[config.mk]
export PLATFORM = sky130hd
export DESIGN_NAME = cnn_ahb_loader
export DESIGN_NICKNAME = d
export VERILOG_FILES = /design/src/rtl/cnn_ahb_pkg.sv /design/src/rtl/cnn_ahb_xfer.sv /design/src/rtl/cnn_ahb_loader.sv
export SDC_FILE = /design/constraint.sdc
export NUM_CORES = 1
export LEC_CHECK = 0
export ABC_AREA = 1
export BUFFER_PORTS_ARGS = -buffer_cell sky130_fd_sc_hd__buf_2
export CAP_MARGIN = 20
export CORE_ASPECT_RATIO = 2
export CORE_UTILIZATION = 40
export CTS_CLUSTER_DIAMETER = 50
export DETAILED_ROUTE_END_ITERATION = 8
export HOLD_SLACK_MARGIN = 0.02
export PLACE_DENSITY = 0.66
export RECOVER_POWER = 25
export SYNTH_ARGS = -nofsm -noshare
export SYNTH_HDL_FRONTEND = slang
export SYNTH_SLANG_ARGS = --single-unit
[constraint.sdc]
create_clock -name HCLK -period 3 [get_ports HCLK]
set_clock_uncertainty 0.15 [all_clocks]
set_input_delay 0.3 -clock HCLK [delete_from_list [all_inputs] [get_ports HCLK]]
set_output_delay 0.3 -clock HCLK [all_outputs]
set_load 0.01 [all_outputs]
[src/rtl/cnn_ahb_pkg.sv]
// cnn_ahb_pkg: bus encodings, CNN slave register offsets, ctrl bit positions
// and loader state encoding shared by the loader and its transfer engine.
package cnn_ahb_pkg;

   localparam logic [1:0]  HTRANS_IDLE   = 2'b00;
   localparam logic [1:0]  HTRANS_NONSEQ = 2'b10;

   localparam logic [15:0] OFS_CTRL = 16'h1000;
   localparam logic [15:0] OFS_OUT1 = 16'h1004;
   localparam logic [15:0] OFS_L1_W = 16'h2000;
   localparam logic [15:0] OFS_V_B  = 16'h9000;

   localparam int CTRL_RESET_BIT = 0;
   localparam int CTRL_FIN_BIT   = 1;
   localparam int CTRL_EN_BIT    = 2;

   // ctrl values: hold the CNN in reset, or release it with enable set
   localparam logic [31:0] CTRL_HOLD_RESET = 32'h1 << CTRL_RESET_BIT;
   localparam logic [31:0] CTRL_RUN        = 32'h1 << CTRL_EN_BIT;

   localparam int NUM_OUTS = 6;

   typedef enum logic [3:0] {
      ST_IDLE, ST_RST_A, ST_RST_D, ST_WAIT_CMD, ST_LOAD_A, ST_LOAD_D,
      ST_RUN_A, ST_RUN_D, ST_POLL_A, ST_POLL_D, ST_RD_A, ST_RD_D, ST_DONE
   } state_e;

endpackage

[src/rtl/cnn_ahb_xfer.sv]
// cnn_ahb_xfer: single non-pipelined AHB-Lite transfer. A request loads the
// address phase; once HREADY takes it the data phase follows, and done_o
// marks the HREADY cycle that completes it.
module cnn_ahb_xfer
   import cnn_ahb_pkg::*;
(
   input  logic        clk_i,
   input  logic        rst_ni,
   input  logic        req_i,
   input  logic        write_i,
   input  logic [31:0] addr_i,
   input  logic [31:0] wdata_i,
   input  logic        hready_i,
   input  logic [31:0] hrdata_i,
   output logic [31:0] haddr_o,
   output logic [1:0]  htrans_o,
   output logic        hwrite_o,
   output logic [31:0] hwdata_o,
   output logic        done_o,
   output logic [31:0] rdata_o
);

   logic [1:0]  htrans_q;
   logic [31:0] haddr_q, hwdata_q, wdata_q;
   logic        hwrite_q, dph_q;

   // address phase on request, data phase once HREADY accepts the address
   always_ff @(posedge clk_i or negedge rst_ni) begin
      if (!rst_ni) begin
         htrans_q <= HTRANS_IDLE;
         haddr_q  <= '0;
         hwrite_q <= 1'b0;
         hwdata_q <= '0;
         wdata_q  <= '0;
         dph_q    <= 1'b0;
      end else begin
         if (dph_q && hready_i) dph_q <= 1'b0;
         if (req_i) begin
            htrans_q <= HTRANS_NONSEQ;
            haddr_q  <= addr_i;
            hwrite_q <= write_i;
            wdata_q  <= wdata_i;
         end else if (htrans_q == HTRANS_NONSEQ && hready_i) begin
            htrans_q <= HTRANS_IDLE;
            dph_q    <= 1'b1;
            if (hwrite_q) hwdata_q <= wdata_q;
         end
      end
   end

   assign haddr_o  = haddr_q;
   assign htrans_o = htrans_q;
   assign hwrite_o = hwrite_q;
   assign hwdata_o = hwdata_q;
   assign done_o   = dph_q & hready_i;
   assign rdata_o  = hrdata_i;

endmodule

[src/rtl/cnn_ahb_loader.sv]
// cnn_ahb_loader: loads CNN weights/biases over AHB-Lite, runs the network,
// polls for completion and reads back the six class outputs.
// Optional macro CNN_LOADER_TIMEOUT_EN bounds polling to POLL_LIMIT reads,
// after which the CNN is put back into reset and ERR is raised.
module cnn_ahb_loader
   import cnn_ahb_pkg::*;
#(
   parameter logic [31:0] BASE_ADDR  = 32'h4000_0000,
   parameter int unsigned POLL_LIMIT = 65535
) (
   input  logic        HCLK,
   input  logic        HRESETn,
   input  logic        CMD_VALID,
   output logic        CMD_READY,
   input  logic [15:0] CMD_ADDR,
   input  logic [31:0] CMD_DATA,
   input  logic        CMD_LAST,
   output logic [31:0] HADDR,
   output logic [1:0]  HTRANS,
   output logic        HWRITE,
   output logic [2:0]  HSIZE,
   output logic [31:0] HWDATA,
   input  logic [31:0] HRDATA,
   input  logic        HREADY,
   output logic        BUSY,
   output logic        RES_VALID,
   output logic [95:0] RES_DATA,
   output logic        ERR
);

   if (BASE_ADDR[15:0] != 16'h0 || POLL_LIMIT == 0 || POLL_LIMIT > 65535) begin : g_cfg_check
      $error("cnn_ahb_loader: BASE_ADDR must be 64KB aligned and POLL_LIMIT in 1..65535");
   end

   localparam logic [31:0] CTRL_ADDR = BASE_ADDR | {16'h0, OFS_CTRL};

   state_e      state_q, state_d;
   logic        last_q, last_d;
   logic [2:0]  idx_q, idx_d;
   logic [95:0] res_q, res_d;
   logic        abort_q;
   logic        req, req_write, xfer_done;
   logic [31:0] req_addr, req_wdata, rdata;
`ifdef CNN_LOADER_TIMEOUT_EN
   logic        abort_d, err_q, err_d;
   logic [15:0] cnt_q, cnt_d;
`endif

   cnn_ahb_xfer u_xfer (
      .clk_i    (HCLK),
      .rst_ni   (HRESETn),
      .req_i    (req),
      .write_i  (req_write),
      .addr_i   (req_addr),
      .wdata_i  (req_wdata),
      .hready_i (HREADY),
      .hrdata_i (HRDATA),
      .haddr_o  (HADDR),
      .htrans_o (HTRANS),
      .hwrite_o (HWRITE),
      .hwdata_o (HWDATA),
      .done_o   (xfer_done),
      .rdata_o  (rdata)
   );

   // sequencing: each bus access is issued on entry to its *_A state
   always_comb begin
      state_d   = state_q;
      last_d    = last_q;
      idx_d     = idx_q;
      res_d     = res_q;
      req       = 1'b0;
      req_write = 1'b1;
      req_addr  = CTRL_ADDR;
      req_wdata = CTRL_HOLD_RESET;
`ifdef CNN_LOADER_TIMEOUT_EN
      abort_d   = abort_q;
      err_d     = err_q;
      cnt_d     = cnt_q;
`endif
      case (state_q)
         ST_IDLE: if (CMD_VALID) begin
            state_d = ST_RST_A;
            req     = 1'b1;
         end
         ST_RST_A:  if (HREADY) state_d = ST_RST_D;
         ST_RST_D: if (xfer_done) begin
            state_d = abort_q ? ST_IDLE : ST_WAIT_CMD;
`ifdef CNN_LOADER_TIMEOUT_EN
            abort_d = 1'b0;
`endif
         end
         ST_WAIT_CMD: if (CMD_VALID) begin
            state_d   = ST_LOAD_A;
            req       = 1'b1;
            req_addr  = BASE_ADDR | {16'h0, CMD_ADDR[15:2], 2'b00};
            req_wdata = CMD_DATA;
            last_d    = CMD_LAST;
`ifdef CNN_LOADER_TIMEOUT_EN
            err_d     = 1'b0;
`endif
         end
         ST_LOAD_A: if (HREADY) state_d = ST_LOAD_D;
         ST_LOAD_D: if (xfer_done) begin
            if (last_q) begin
               state_d   = ST_RUN_A;
               req       = 1'b1;
               req_wdata = CTRL_RUN;
            end else begin
               state_d = ST_WAIT_CMD;
            end
         end
         ST_RUN_A: if (HREADY) state_d = ST_RUN_D;
         ST_RUN_D: if (xfer_done) begin
            state_d   = ST_POLL_A;
            req       = 1'b1;
            req_write = 1'b0;
`ifdef CNN_LOADER_TIMEOUT_EN
            cnt_d     = '0;
`endif
         end
         ST_POLL_A: if (HREADY) state_d = ST_POLL_D;
         ST_POLL_D: if (xfer_done) begin
            if (rdata[CTRL_FIN_BIT]) begin
               state_d   = ST_RD_A;
               req       = 1'b1;
               req_write = 1'b0;
               req_addr  = BASE_ADDR | {16'h0, OFS_OUT1};
               idx_d     = '0;
            end
`ifdef CNN_LOADER_TIMEOUT_EN
            // give up: put the CNN back into reset, then return to IDLE
            else if (({16'h0, cnt_q} + 32'd1) == POLL_LIMIT) begin
               state_d = ST_RST_A;
               req     = 1'b1;
               abort_d = 1'b1;
               err_d   = 1'b1;
            end
`endif
            else begin
               state_d   = ST_POLL_A;
               req       = 1'b1;
               req_write = 1'b0;
`ifdef CNN_LOADER_TIMEOUT_EN
               cnt_d     = cnt_q + 16'd1;
`endif
            end
         end
         ST_RD_A: if (HREADY) state_d = ST_RD_D;
         ST_RD_D: if (xfer_done) begin
            res_d[{idx_q, 4'h0} +: 16] = rdata[15:0];
            if (idx_q == 3'(NUM_OUTS - 1)) begin
               state_d = ST_DONE;
            end else begin
               idx_d     = idx_q + 3'd1;
               state_d   = ST_RD_A;
               req       = 1'b1;
               req_write = 1'b0;
               req_addr  = BASE_ADDR | {16'h0, OFS_OUT1 + {11'h0, idx_d, 2'b00}};
            end
         end
         ST_DONE: state_d = ST_IDLE;
         default: state_d = ST_IDLE;
      endcase
   end

   // state, latched LAST flag, output index and result capture
   always_ff @(posedge HCLK or negedge HRESETn) begin
      if (!HRESETn) begin
         state_q <= ST_IDLE;
         last_q  <= 1'b0;
         idx_q   <= '0;
         res_q   <= '0;
      end else begin
         state_q <= state_d;
         last_q  <= last_d;
         idx_q   <= idx_d;
         res_q   <= res_d;
      end
   end

`ifdef CNN_LOADER_TIMEOUT_EN
   // poll counter, abort path and sticky error
   always_ff @(posedge HCLK or negedge HRESETn) begin
      if (!HRESETn) begin
         abort_q <= 1'b0;
         err_q   <= 1'b0;
         cnt_q   <= '0;
      end else begin
         abort_q <= abort_d;
         err_q   <= err_d;
         cnt_q   <= cnt_d;
      end
   end
   assign ERR = err_q;
`else
   assign abort_q = 1'b0;
   assign ERR     = 1'b0;
`endif

   assign CMD_READY = (state_q == ST_WAIT_CMD);
   assign BUSY      = (state_q != ST_IDLE);
   assign RES_VALID = (state_q == ST_DONE);
   assign RES_DATA  = res_q;
   assign HSIZE     = 3'b010;

   // slave only honours 16-bit data; command byte lanes are word aligned
   logic unused_bits;
   assign unused_bits = ^{rdata[31:16], CMD_ADDR[1:0]};

endmodule

After elaboration in Yosys (flattened, before gate mapping)

Index checks and enable logic that the tools add are counted.

Add/sub/neg operators: 3
Equality and inequality tests: 28
Shifts and indexed selects: 2
Multiplexer cells: 48
Bitwise operators: 2
Reduce and logical (&&, ||, !) cells: 13

Operators with widths:

| operator                                                                 | count |
|---|---|
| 96-bit bitwise mux                                                       | 1 |
| 16-bit by 9-bit variable shift with 96-bit output (first input constant) | 1 |
| 16-bit by 9-bit indexed part select with 96-bit output                   | 1 |
| 32-bit one-hot mux with 2 select lines                                   | 1 |
| 4-bit two-way mux                                                        | 12 |
| 16-bit one-hot mux with 3 select lines                                   | 1 |
| 4-bit one-hot mux with 12 select lines                                   | 1 |
| 32-bit two-way mux                                                       | 1 |
| 3-bit two-way mux                                                        | 10 |
| 14-bit two-way mux                                                       | 2 |
| 4-bit equality test (second input constant)                              | 5 |
| 2-bit inequality test (second input constant)                            | 9 |
| 4-bit by 3-bit equality test with 1-bit output (second input constant)   | 4 |
| 16-bit two-way mux                                                       | 1 |
| 13-bit by 5-bit adder with 14-bit output (first input constant)          | 1 |
| 1-bit two-way mux                                                        | 12 |
| 12-bit AND reduction                                                     | 1 |
| 2-bit by 1-bit inequality test with 1-bit output (second input constant) | 5 |
| 7-bit negation with 9-bit output                                         | 1 |
| 4-bit by 2-bit equality test with 1-bit output (second input constant)   | 2 |
| 2-bit two-way mux                                                        | 3 |
| 3-bit one-hot mux with 2 select lines                                    | 1 |
| 5-bit AND reduction                                                      | 1 |
| 4-bit by 1-bit equality test with 1-bit output (second input constant)   | 1 |
| 14 further kinds                                                         | 18 |

Flip-flop bits (word level): 204
Input bits: 85
Output and inout bits: 170
Logic and storage cells: 106

Depth between registers and ports, before layout

Depth in word-level cells: 6
Mapped depth: 12
Gate-level depth less buffers: 11

By module

A second synthesis with hierarchy kept.

Cells, all modules: 1125
Area, all modules: 9180.1 sq um

Modules (own cells, without submodules):

| module         | instances | cells an instance | area an instance (sq um) | sequential area each (sq um) |
|---|---|---|---|---|
| cnn_ahb_loader | 1         | 666               | 5074.9                   | 2602.5 |
| cnn_ahb_xfer   | 1         | 459               | 4105.2                   | 2477.4 |

Worst setup path after synthesis

OpenSTA, ideal clock, no wires.

Kind: register -> register
From: reg idx_q[0]
To: reg res_q[33] (netlist: RES_DATA[33])
Library setup time: 0.116 ns
Arrival time: 1.895 ns
Required time: 2.734 ns
Setup slack: 0.838 ns
Cell stages (with the launch flop): 10
Path buffers: 1
Clock period less this slack: 2.162 ns
Cells stage by stage: dfrtp_1 > inv_1 > ha_1 > ha_1 > inv_1 > nor3_1 > nand3_1 > clkbuf_1 > nand2_1 > nand2_1

Word-level cells in the longest chain between the ends: 3
Elaborated cells on any way between the ends: 4

RTL lines:

| what                                                                                                                        | RTL line              | text |
|---|---|---|
| start: declaration                                                                                                          | cnn_ahb_loader.sv:39  | `logic [2:0] idx_q, idx_d;` |
| start signal: assignment                                                                                                    | cnn_ahb_loader.sv:177 | `idx_q <= idx_d;` |
| 7-bit negation with 9-bit output (*)                                                                                        | cnn_ahb_loader.sv:151 | `res_d[{idx_q, 4'h0} +: 16] = rdata[15:0];` |
| 16-bit by 9-bit indexed part select with 96-bit output or 16-bit by 9-bit variable shift with 96-bit output (tied branches) | cnn_ahb_loader.sv:151 |  |
| 96-bit bitwise mux (*)                                                                                                      | cnn_ahb_loader.sv:151 |  |
| end signal: assignment                                                                                                      | cnn_ahb_loader.sv:178 | `res_q <= res_d;` |
| end: declaration                                                                                                            | cnn_ahb_loader.sv:40  | `logic [95:0] res_q, res_d;` |

Mark *: on every way between the ends. The rest lies on a longest branch, timed or not.
A chain may end at the register's enable or synchronous reset.

Final worst setup path

From: reg idx_q[0]
To: reg res_q[95] (netlist: RES_DATA[95])

The elaborated chain is that of the path after synthesis.

==> results.sh <==
export IMPL_status="completed"
export IMPL_synthCells=877
export IMPL_rows=71
export IMPL_p_leak_nw=5.818
export IMPL_crit_top_cell="inv_1"
export IMPL_worst_pin_slew_ns=1.177
export IMPL_synthMuxAreaShare_pct=0
export IMPL_slew_headroom_pct=21.53
export IMPL_area_growth_pct=31.88
export IMPL_fmax_mhz=392.6
export IMPL_slew_violations=0
export IMPL_synth_most_common_cell="nand2_1"
export IMPL_vias=6686
export IMPL_first_pass_iters=4
export IMPL_io_buffers=214
export IMPL_post_drt_wl_per_cell_microns=15.38
export IMPL_viasPerCell=4.725
export IMPL_layout_cells_non_filler=1415
export IMPL_synth_xor_area_share_pct=0.3376
export IMPL_grt_first_pass_wirelength_mm=34.56
export IMPL_yosysSeqAreaShare_pct=59.81
export IMPL_rsz0062_at_grt="false"
export IMPL_switching_share_pct=22.12
export IMPL_worstPathCellList="inv_1 > ha_1 > ha_1 > inv_1 > nand2_1 > inv_1 > nand2_1 > clkinv_1 > nand3_2 > o31ai_1"
export IMPL_ys_types=32
export IMPL_globalplace_congestion=0.8661
export IMPL_grt_max_degree=72
export IMPL_finalCritPeriodShare_pct=84.91
export IMPL_maxCapViolCount=0
export IMPL_setup_violations=0
export IMPL_place_detailed_instances=1320
export IMPL_cts_max_level=4
export IMPL_slowest_delay_ns=0.45
export IMPL_yosysTopAreaCellShare_pct=59.81
export IMPL_synth_compound_area_share_pct=7.637
export IMPL_required_ns=3.17
export IMPL_intPower_mw=3.910
export IMPL_crit_path_end_kind="flop"
export IMPL_fill_cells=1782
export IMPL_worstSetupPathType="flop to flop"
export IMPL_clock_root_buffer="clkbuf_16"
export IMPL_p_clk_share_pct=44.2
export IMPL_power_switching_mw=1.110
export IMPL_startpoint_type="flop"
export IMPL_antenna_cells=0
export IMPL_die_h_microns=199.3
export IMPL_slowest_stage="dfrtp_1"
export IMPL_place_area_sq_um=9077
export IMPL_peakVddDrop_mv=0.4159
export IMPL_insertion_delay_ns=0.43
export IMPL_cts_sinks=186
export IMPL_finalCriticalPeriod_ns=2.547
export IMPL_yosysTopAreaCell="dfrtp_1"
export IMPL_post_route_cells_drive_above_1_share_pct=23.62
export IMPL_io_pins=255
export IMPL_grt_pass1_vias=6823
export IMPL_cts_clk_slew_worst_paths_ns=0.07
export IMPL_synthSimpleGateAreaFrac_pct=24.52
export IMPL_cts_repair_resized=0
export IMPL_drt_iter0_markers=258
export IMPL_core_area_sq_um=18920
export IMPL_fin_area_sq_um=10260
export IMPL_ys_warn_count=0
export IMPL_synth_area_top_cells="dfrtp_1, nand2_1, o21ai_0"
export IMPL_combPwrFrac_pct=4.9
export IMPL_synth_adder_area_share_pct=0.8039
export IMPL_cts_made_buffers=17
export IMPL_synth_flop_cell="dfrtp_1"
export IMPL_grt_overflow=0
export IMPL_synth_edf_count=0
export IMPL_crit_arrival_ns=2.72
export IMPL_dieArea_sq_um=20050
export IMPL_crit_fanout=17
export IMPL_grt_usage_pct=22.81
export IMPL_antenna_found_initial=0
export IMPL_final_util_pct=54.24
export IMPL_drc=0
export IMPL_syn_area_sq_um=7782
export IMPL_final_setup_tns_ns=0
export IMPL_ant_nets=0
export IMPL_synth_top_family_by_area="simple AND/OR/NAND/NOR gates"
export IMPL_dp_hpwl_mm=15.27
export IMPL_initial_core_util_pct=41.13
export IMPL_async_flop_share_pct=100.0
export IMPL_seqPwrFrac_pct=50.9
export IMPL_clockBufferDepth=2
export IMPL_hold_class="input port to flop"
export IMPL_hold_viol=0
export IMPL_num_nets_final=1238
export IMPL_cts_tree="yes"
export IMPL_synthTopCellsByCount="nand2_1, dfrtp_1, o21ai_0"
export IMPL_avgSynthCellArea_sq_um=8.874
export IMPL_p_per_area_nw_per_um2=489.1
export IMPL_ys_seq_elements=186
export IMPL_die_x_microns=100.6
export IMPL_drt_wl_total_mm=21.77
-- metrics by stage --
stage	hold WS, ns	setup WS [ns]	power [mW]
2_1_floorplan	-0.1456	0.8383	2.674
3_3_place_gp	0.1286	0.5365	2.788
3_5_place_dp	0.1275	0.4614	2.792
4_1_cts	0.07986	0.4213	5.082
5_1_grt	0.1087	0.1066	5.194
6_report	0.09055	0.4528	5.020
-- layer usage --
metal  wire length [microns]  GRT usage (%)  vias up
li1                        -              -     3311
met1                    8319          24.21     3144
met2                   11900          42.36      187
met3                     843          4.932       44
met4                     705          10.20        0
met5                       0              0        -
-- cells by family (layout without fill, tap and decap cells) --
group,Yosys count,count (layout)
fa+ha+maj,5,5
xor+xnor,3,3
buf+inv,108,371
other cells,2,22
flops,186,186
compound gates,107,107
simple gates,466,466
-- final timing paths --
check | slack (ns) | endpoint | from | depth (start not counted)
max | 0.45 | RES_DATA[95]$_DFFE_PN0P_ | idx_q[0]$_DFFE_PN0P_ | 10
min | 0.09 | RES_DATA[47]$_DFFE_PN0P_ | HRDATA[15] | 3
max reg2reg | 0.45 | RES_DATA[95]$_DFFE_PN0P_ | idx_q[0]$_DFFE_PN0P_ | 10
min reg2reg | 0.31 | u_xfer.hwdata_o[7]$_DFFE_PN0P_ | u_xfer.hwdata_o[7]$_DFFE_PN0P_ | 2
max in group asynchronous | 0.50 | idx_q[1]$_DFFE_PN0P_ | HRESETn | 3
min in group asynchronous | 0.49 | RES_DATA[29]$_DFFE_PN0P_ | HRESETn | 2
-- flip-flops by register name, indices dropped and copies added (netlist names), named ones only --
| register | count |
|---|---|
| u_xfer.hwdata_o | 32 |
| u_xfer.wdata_q | 32 |
| idx_q | 3 |
| state_q | 4 |
| u_xfer.hwrite_o | 1 |
| u_xfer.haddr_o | 15 |
| last_q | 1 |
| RES_DATA | 96 |
| u_xfer.htrans_o | 1 |
-- cell usage in the layout (no fill, tap or decap), drive strengths merged --
cell / Yosys / layout
a21oi: 4 / 4
a22oi: 1 / 1
a32o: 1 / 1
buf: 38 / 229
bufinv: 0 / 2
clkbuf: 26 / 23
clkinv: 1 / 6
clkinvlp: 0 / 4
conb: 2 / 22
dfrtp: 186 / 186
dlygate4sd3: 0 / 64
ha: 5 / 5
inv: 43 / 43
nand2: 385 / 385
nand3: 13 / 13
nand3b: 1 / 1
nand4: 38 / 38
nor2: 24 / 24
nor3: 4 / 4
o211ai: 3 / 3
o21ai: 81 / 81
o22ai: 1 / 1
o31ai: 14 / 14
o41ai: 2 / 2
or2: 1 / 1
xnor2: 1 / 1
xor2: 2 / 2
-- layout make-up --
cell class	instances	area [sq um]	share of cell area, %
well taps	255	319.1	3.109
inverters	44	165.2	1.609
clock inverters	11	122.6	1.195
repair buffers	296	1859	18.12
flip-flops and latches	186	4654	45.35
multi-input cells	603	2686	26.17
clock buffers	20	456.7	4.450
-- power groups by stage --
stage	combinational (mW)	sequential [mW]	clock, mW
after global routing	0.280	2.56	2.36
after floorplan	0.0698	2.60	0
after CTS	0.256	2.55	2.27
after global placement	0.188	2.60	0
final	0.247	2.56	2.22
after detailed placement	0.190	2.60	0
-- critical path, delay by kind of cell (launching register included) --
kind	cells	cell delay (ns)
compound gates	1	0.35
fa+ha+maj	2	0.41
buf+inv	4	0.50
flops	1	0.45
simple gates	3	0.57
-- repair_timing --
item / in CTS / in global routing
setup buffers: 0 / 0
hold buffers: 64 / 0
endpoints found under the hold margin: 124 / 0
Power figures use the tool's default switching activity.
